### config.mk
export PLATFORM = sky130hd
export DESIGN_NAME = x_mem_access_unit
export DESIGN_NICKNAME = d
export VERILOG_FILES = /design/src/rtl/x_mem_pkg.sv /design/src/rtl/x_mem_lane_align.sv /design/src/rtl/x_mem_access_unit.sv
export SDC_FILE = /design/constraint.sdc
export NUM_CORES = 1
export LEC_CHECK = 0
export CAP_MARGIN = 20
export CELL_PAD_IN_SITES_DETAIL_PLACEMENT = 1
export CELL_PAD_IN_SITES_GLOBAL_PLACEMENT = 1
export CORE_ASPECT_RATIO = 0.75
export CORE_UTILIZATION = 31
export CTS_CLUSTER_SIZE = 14
export DETAILED_ROUTE_END_ITERATION = 16
export MAX_ROUTING_LAYER = met4
export PLACE_DENSITY = 0.9
export REMOVE_ABC_BUFFERS = 1
export SYNTH_ARGS = -nofsm -noshare
export SYNTH_HDL_FRONTEND = slang
export SYNTH_SLANG_ARGS = --single-unit
### constraint.sdc
create_clock -name clk -period 2.65 [get_ports clk]
set_input_delay 0.265 -clock clk [delete_from_list [all_inputs] [get_ports clk]]
set_output_delay 0.265 -clock clk [all_outputs]
set_load 0.01 [all_outputs]
### src/rtl/x_mem_pkg.sv
// Shared definitions for the data-memory access unit: size codes, FSM states, writeback select.
package x_mem_pkg;

  localparam logic [2:0] SZ_NONE = 3'b000;
  localparam logic [2:0] SZ_B    = 3'b001;
  localparam logic [2:0] SZ_H    = 3'b011;
  localparam logic [2:0] SZ_W    = 3'b111;

  localparam logic [1:0] WB_MEM  = 2'b01;

  typedef enum logic [1:0] {
    ST_IDLE = 2'b00,
    ST_BUS  = 2'b01,
    ST_DONE = 2'b10
  } state_t;

  function automatic logic size_legal(input logic [2:0] c);
    return (c == SZ_B) || (c == SZ_H) || (c == SZ_W);
  endfunction

endpackage

### src/rtl/x_mem_lane_align.sv
// Combinational byte-lane steering for stores and lane extract / sign-zero extension for loads.
// Sub-alignment address bits are masked: halves use a[1] only, words always use lane 0.
module x_mem_lane_align
  import x_mem_pkg::*;
(
  input  logic [2:0]  size,
  input  logic [1:0]  a_lo,
  input  logic        uns,
  input  logic [31:0] wdata,
  input  logic [31:0] word,
  output logic [3:0]  be,
  output logic [31:0] wdata_lanes,
  output logic [31:0] rdata_ext
);

  logic [1:0]  lane;
  logic [31:0] repl;
  logic [31:0] shifted;

  always_comb begin
    lane        = 2'b00;
    be          = 4'b0000;
    repl        = wdata;
    wdata_lanes = 32'h0;
    rdata_ext   = 32'h0;
    case (size)
      SZ_B: begin
        lane = a_lo;
        be   = 4'b0001 << a_lo;
        repl = {4{wdata[7:0]}};
      end
      SZ_H: begin
        lane = {a_lo[1], 1'b0};
        be   = 4'b0011 << lane;
        repl = {2{wdata[15:0]}};
      end
      SZ_W: begin
        lane = 2'b00;
        be   = 4'b1111;
        repl = wdata;
      end
      default: ;
    endcase

    // Unselected lanes are driven to zero so the bus never sees stale store bytes.
    for (int i = 0; i < 4; i++) begin
      wdata_lanes[8*i +: 8] = be[i] ? repl[8*i +: 8] : 8'h00;
    end

    shifted = word >> {lane, 3'b000};
    case (size)
      SZ_B:    rdata_ext = uns ? {24'h0, shifted[7:0]}  : {{24{shifted[7]}}, shifted[7:0]};
      SZ_H:    rdata_ext = uns ? {16'h0, shifted[15:0]} : {{16{shifted[15]}}, shifted[15:0]};
      default: rdata_ext = shifted;
    endcase
  end

endmodule

### src/rtl/x_mem_access_unit.sv
// Load/store unit: one single-word bus transaction per instruction, with stall, timeout and error.
// Optional macro XMAU_MISALIGN_TRAP_EN: misaligned half/word accesses abort with err instead of masking.
module x_mem_access_unit
  import x_mem_pkg::*;
#(
  parameter int TIMEOUT_CYCLES = 255
) (
  input  logic        clk,
  input  logic        rst,
  input  logic        req_valid,
  input  logic [2:0]  MemRead,
  input  logic [2:0]  MemWrite,
  input  logic [2:0]  Funct3,
  input  logic [31:0] addr,
  input  logic [31:0] wdata,
  output logic        stall,
  output logic        done,
  output logic [31:0] rdata,
  output logic        err,
  output logic        bus_req,
  output logic        bus_we,
  output logic [3:0]  bus_be,
  output logic [31:0] bus_addr,
  output logic [31:0] bus_wdata,
  input  logic        bus_ack,
  input  logic [31:0] bus_rdata,
  output logic [1:0]  dbg_state
);

  localparam logic [7:0] TMO_LAST = 8'(TIMEOUT_CYCLES - 1);

  state_t      state, state_nx;
  logic [7:0]  tmo_cnt;
  logic [2:0]  code;
  logic [2:0]  sz_q;
  logic [1:0]  alo_q;
  logic        uns_q;
  logic        req_any, misalign, bad_req, start, tmo_hit;
  logic [2:0]  al_size;
  logic [1:0]  al_lo;
  logic        al_uns;
  logic [3:0]  al_be;
  logic [31:0] al_wdata, al_rdata;
  logic        unused_funct;

  assign unused_funct = ^Funct3[1:0];

  assign code    = MemRead | MemWrite;
  assign req_any = req_valid && (code != SZ_NONE);
  assign stall   = req_any && (state != ST_DONE);
  assign done    = (state == ST_DONE);
  assign tmo_hit = (tmo_cnt == TMO_LAST);
  assign dbg_state = state;

`ifdef XMAU_MISALIGN_TRAP_EN
  assign misalign = ((code == SZ_H) && addr[0]) || ((code == SZ_W) && (addr[1:0] != 2'b00));
`else
  assign misalign = 1'b0;
`endif

  assign bad_req = ((MemRead != SZ_NONE) && (MemWrite != SZ_NONE)) || !size_legal(code) || misalign;

  // While on the bus the latched access shape drives the load extract; otherwise the live request.
  assign al_size = (state == ST_BUS) ? sz_q  : code;
  assign al_lo   = (state == ST_BUS) ? alo_q : addr[1:0];
  assign al_uns  = (state == ST_BUS) ? uns_q : Funct3[2];

  x_mem_lane_align u_align (
    .size        (al_size),
    .a_lo        (al_lo),
    .uns         (al_uns),
    .wdata       (wdata),
    .word        (bus_rdata),
    .be          (al_be),
    .wdata_lanes (al_wdata),
    .rdata_ext   (al_rdata)
  );

  always_comb begin
    state_nx = state;
    start    = 1'b0;
    case (state)
      ST_IDLE: begin
        if (req_any) begin
          if (bad_req) begin
            state_nx = ST_DONE;
          end else begin
            state_nx = ST_BUS;
            start    = 1'b1;
          end
        end
      end
      ST_BUS:  if (bus_ack || tmo_hit) state_nx = ST_DONE;
      ST_DONE: state_nx = ST_IDLE;
      default: state_nx = ST_IDLE;
    endcase
  end

  always_ff @(posedge clk) begin
    if (rst) state <= ST_IDLE;
    else     state <= state_nx;
  end

  always_ff @(posedge clk) begin
    if (rst) begin
      tmo_cnt   <= 8'h0;
      err       <= 1'b0;
      rdata     <= 32'h0;
      bus_req   <= 1'b0;
      bus_we    <= 1'b0;
      bus_be    <= 4'h0;
      bus_addr  <= 32'h0;
      bus_wdata <= 32'h0;
      sz_q      <= SZ_NONE;
      alo_q     <= 2'b00;
      uns_q     <= 1'b0;
    end else begin
      case (state)
        ST_IDLE: begin
          tmo_cnt <= 8'h0;
          err     <= 1'b0;
          if (start) begin
            bus_req   <= 1'b1;
            bus_we    <= (MemWrite != SZ_NONE);
            bus_be    <= al_be;
            bus_addr  <= {addr[31:2], 2'b00};
            bus_wdata <= al_wdata;
            sz_q      <= code;
            alo_q     <= addr[1:0];
            uns_q     <= Funct3[2];
          end else if (req_any) begin
            err   <= 1'b1;
            rdata <= 32'h0;
          end
        end
        ST_BUS: begin
          if (bus_ack) begin
            bus_req <= 1'b0;
            rdata   <= al_rdata;
          end else if (tmo_hit) begin
            bus_req <= 1'b0;
            err     <= 1'b1;
            rdata   <= 32'h0;
          end else begin
            tmo_cnt <= tmo_cnt + 8'h1;
          end
        end
        default: err <= 1'b0;
      endcase
    end
  end

endmodule
==> flow_metrics.py <==
metrics = {
    "outcome": {
        "status": "complete, no violations",
    },
    "grt": {
        "grtUsageTotal_pct": 23.19,
        "grt-ovfl-total": 0,
        "antenna_found_initial": 0,
        "grt_pass1_vias": 5344,
        "grt_max_degree": 42,
        "grt_pass1_wl_um": 29060,
    },
    "cts": {
        "ctsHtreeMaxLevel": 4,
        "cts_buffers": 17,
        "clockBufferDepth": 2,
        "tritoncts": "yes",
        "path_clk_slew_ns": 0.06,
        "postCtsSetupBuffers": 0,
        "cts_hold_buf": 0,
        "cts_sinks": 117,
        "worst_skew_pair.late_latency_ns": 0.41,
        "cts_resized": 0,
        "cts_root_buf": "clkbuf_16",
    },
    "sta": {
        "clock.fmax_mhz": 413.1,
        "worst_pin_slew_ns": 0.7630,
        "period_needed_ns": 2.421,
        "rsz0062_at_grt": "false",
        "drv_slew": 0,
        "relSlewSlack_pct": 48.85,
        "fin_skew_ns": 0.008125,
        "final_hold_viol_count": 0,
        "finalCritPeriodShare_pct": 91.35,
        "setup_viol_count_final": 0,
        "hold_slack_ns": 0.2421,
    },
    "logic_synthesis": {
        "synth_edf_count": 0,
        "synth_warnings": 0,
        "syn_inst": 571,
        "synth_top_area_share_pct": 46.01,
        "ys_ff_latch": 117,
        "synthDistinctLibCells": 62,
        "syn-cell-area_mm2": 0.005091,
        "synthArstFlopShare_pct": 0,
        "seq_area_frac_synth_pct": 46.01,
        "synth_top_area_cell": "dfxtp_1",
        "synth.area.top_cells": "dfxtp_1 (46%), nand2_1 (8.6%), mux2i_1 (6.7%)",
        "ys.flop_type": "dfxtp_1",
        "avgSynthCellArea_um2": 8.916,
    },
    "cells_and_area": {
        "area_growth_pct": 60.92,
        "diodes": 0,
        "fill_cells": 1847,
        "drive_gt1_share_pct": 10.49,
        "layout.cells.non_filler": 1011,
        "fin_nets": 899,
        "final_util_pct": 51.16,
    },
    "power_and_ir_drop": {
        "power_density_mw_per_mm2": 607.7,
        "worst_ir_drop_vdd_v": 0.0004535,
        "p_leak_nw": 2.901,
        "fin_total_pwr_mw": 4.978,
    },
    "placed_design": {
        "dp_hpwl_um": 13580,
        "place_inst": 979,
        "port_buffers": 211,
        "place_congestion": 0.8107,
    },
    "route": {
        "vias": 5081,
        "drc": 0,
        "drt_iter0_drc": 198,
        "postRouteAntennaNets": 0,
        "viasPerCell": 5.026,
        "dr.pass1.iters": 4,
        "drt-total-wl_um": 18710,
        "routedWlPerCell_um": 18.50,
    },
    "floorplan": {
        "start_util_pct": 31.79,
        "die_area_mm2": 0.01694,
        "io_pins": 216,
        "core_mm2": 0.01602,
        "floorplan.rows": 40,
        "die_w_um": 150.0,
        "dieHeight_um": 113.0,
    },
    "worst_setup_path": {
        "setup.worst_path.start_class": "input pin",
        "crit_fanout": 3,
        "crit_arrival_ns": 2.16,
        "worstSetupPathType": "in2out",
        "r2r_cells": 7,
        "worstSetupEndpointType": "primary output",
        "critical_path_required_ns": 2.38,
    },
    "min_path": {
        "hp-class": "in2reg",
        "min_path_cells": 2,
    },
    "job": {
        "drv_cap": 0,
    },
}
[report_power, final]
| group | leakage (nW) | switching [mW] | total, mW | internal [mW] |
|---|---|---|---|---|
| Combinational | 1.63 | 0.264 | 0.571 | 0.308 |
| Clock | 0.326 | 0.808 | 2.60 | 1.79 |
| Sequential | 0.945 | 0.0168 | 1.81 | 1.79 |
[worst paths after layout]
check / start / to / slack [ns]
setup / recovery: MemRead[0] / stall / 0.23
setup reg to reg: dbg_state[1] / rdata[30] / 0.36
hold / removal: rst / tmo_cnt[1] / 0.24
hold reg to reg: bus_addr[7] / bus_addr[7] / 0.45
[flip-flops by register name, summed over array words and instances, names as in the netlist]
register	count
alo_q	2
uns_q	1
bus_we	1
rdata	32
tmo_cnt	8
sz_q	3
bus_req	1
err	1
bus_addr	30
bus_be	4
dbg_state	2
bus_wdata	32
[Yosys cell counts, types with 3 or more instances]
| cell type | count |
|---|---|
| inv_1 | 4 |
| buf_1 | 4 |
| clkbuf_1 | 22 |
| mux2_2 | 8 |
| nor3_2 | 3 |
| mux2i_1 | 34 |
| nand4_1 | 3 |
| nor3_1 | 5 |
| nor2_1 | 47 |
| a22o_1 | 8 |
| nand2b_1 | 3 |
| a211oi_1 | 3 |
| o21ai_0 | 48 |
| xor2_1 | 4 |
| nand2_1 | 117 |
| a221o_1 | 15 |
| a21oi_1 | 41 |
| nor4_1 | 3 |
| dfxtp_1 | 117 |
| buf_2 | 6 |
| o2bb2ai_1 | 16 |
| a22oi_1 | 9 |
[area by class of cell]
type                            instances  area [um^2]  share of cell area [%]
Inverter                                4        15.01                  0.1833
Tap cell                              210        262.8                   3.207
Timing Repair Buffer                  236         2357                   28.77
Clock inverter                          8        167.7                   2.046
Multi-Input combinational cell        412         2546                   31.08
Clock buffer                           24        501.7                   6.124
Sequential cell                       117         2342                   28.59
[layer usage]
layer	vias to the layer above	track usage, %	wire (um)
met2	166	37.56	8819
met3	23	7.016	1262
met4	0	6.532	306
li1	2453	-	-
met1	2439	27.75	8319
met5	-	-	0
[logic make-up after synthesis]
| family | after synthesis | share of synthesized area [%] |
|---|---|---|
| AO/OA/AOI/OAI | 154 | 20.50 |
| other | 1 | 0.07366 |
| AND/OR/NAND/NOR | 201 | 17.72 |
| XOR/XNOR | 6 | 1.032 |
| multiplexers | 47 | 9.806 |
| flip-flops | 117 | 46.01 |
| adder cells (fa/ha/maj) | 2 | 0.4914 |
| buffers and inverters | 43 | 4.374 |
[metrics by stage]
stage	instance area [um^2]	TNS (ns)	setup slack, ns
2_1_floorplan	4887	-27.73	-1.030
3_3_place_gp	7523	0	0.02850
3_5_place_dp	7523	-0.8360	-0.05392
4_1_cts	8193	0	0.2323
5_1_grt	8193	0	0.1489
6_report	8193	0	0.2293
[placed cells by master, fill, tap and decap left out, types with 2 or more instances in the layout]
cell	netlist	routed
conb_1	1	2
nand3_1	2	2
clkdlybuf4s50_1	0	210
clkbuf_1	22	2
nor2b_1	2	2
inv_1	4	4
clkbuf_16	0	17
nor3_1	5	5
a22oi_1	9	9
xor2_1	4	4
mux2_4	2	2
ha_1	2	2
a221o_1	15	15
nand4_1	3	3
dfxtp_1	117	117
bufinv_16	0	5
clkbuf_8	0	5
o21ai_0	48	48
nor3_2	3	3
a22o_1	8	8
nor4_1	3	3
mux2i_2	2	2
mux2_2	8	8
o2bb2ai_1	16	16
nand2b_1	3	3
or2_2	2	2
xnor2_1	2	2
a21oi_1	41	41
mux2i_1	34	34
nor2_1	47	45
buf_12	1	5
a211oi_1	3	3
buf_4	2	20
clkinv_2	0	2
nand2_1	117	117
[worst max-delay path, stage by stage]
cell,delay (ns)
clkdlybuf4s50_1,0.45
or2_1,0.29
o41a_1,0.39
buf_4,0.16
nor2b_1,0.12
clkdlybuf4s50_1,0.48
Note: power is estimated with default switching activity, not from simulation.
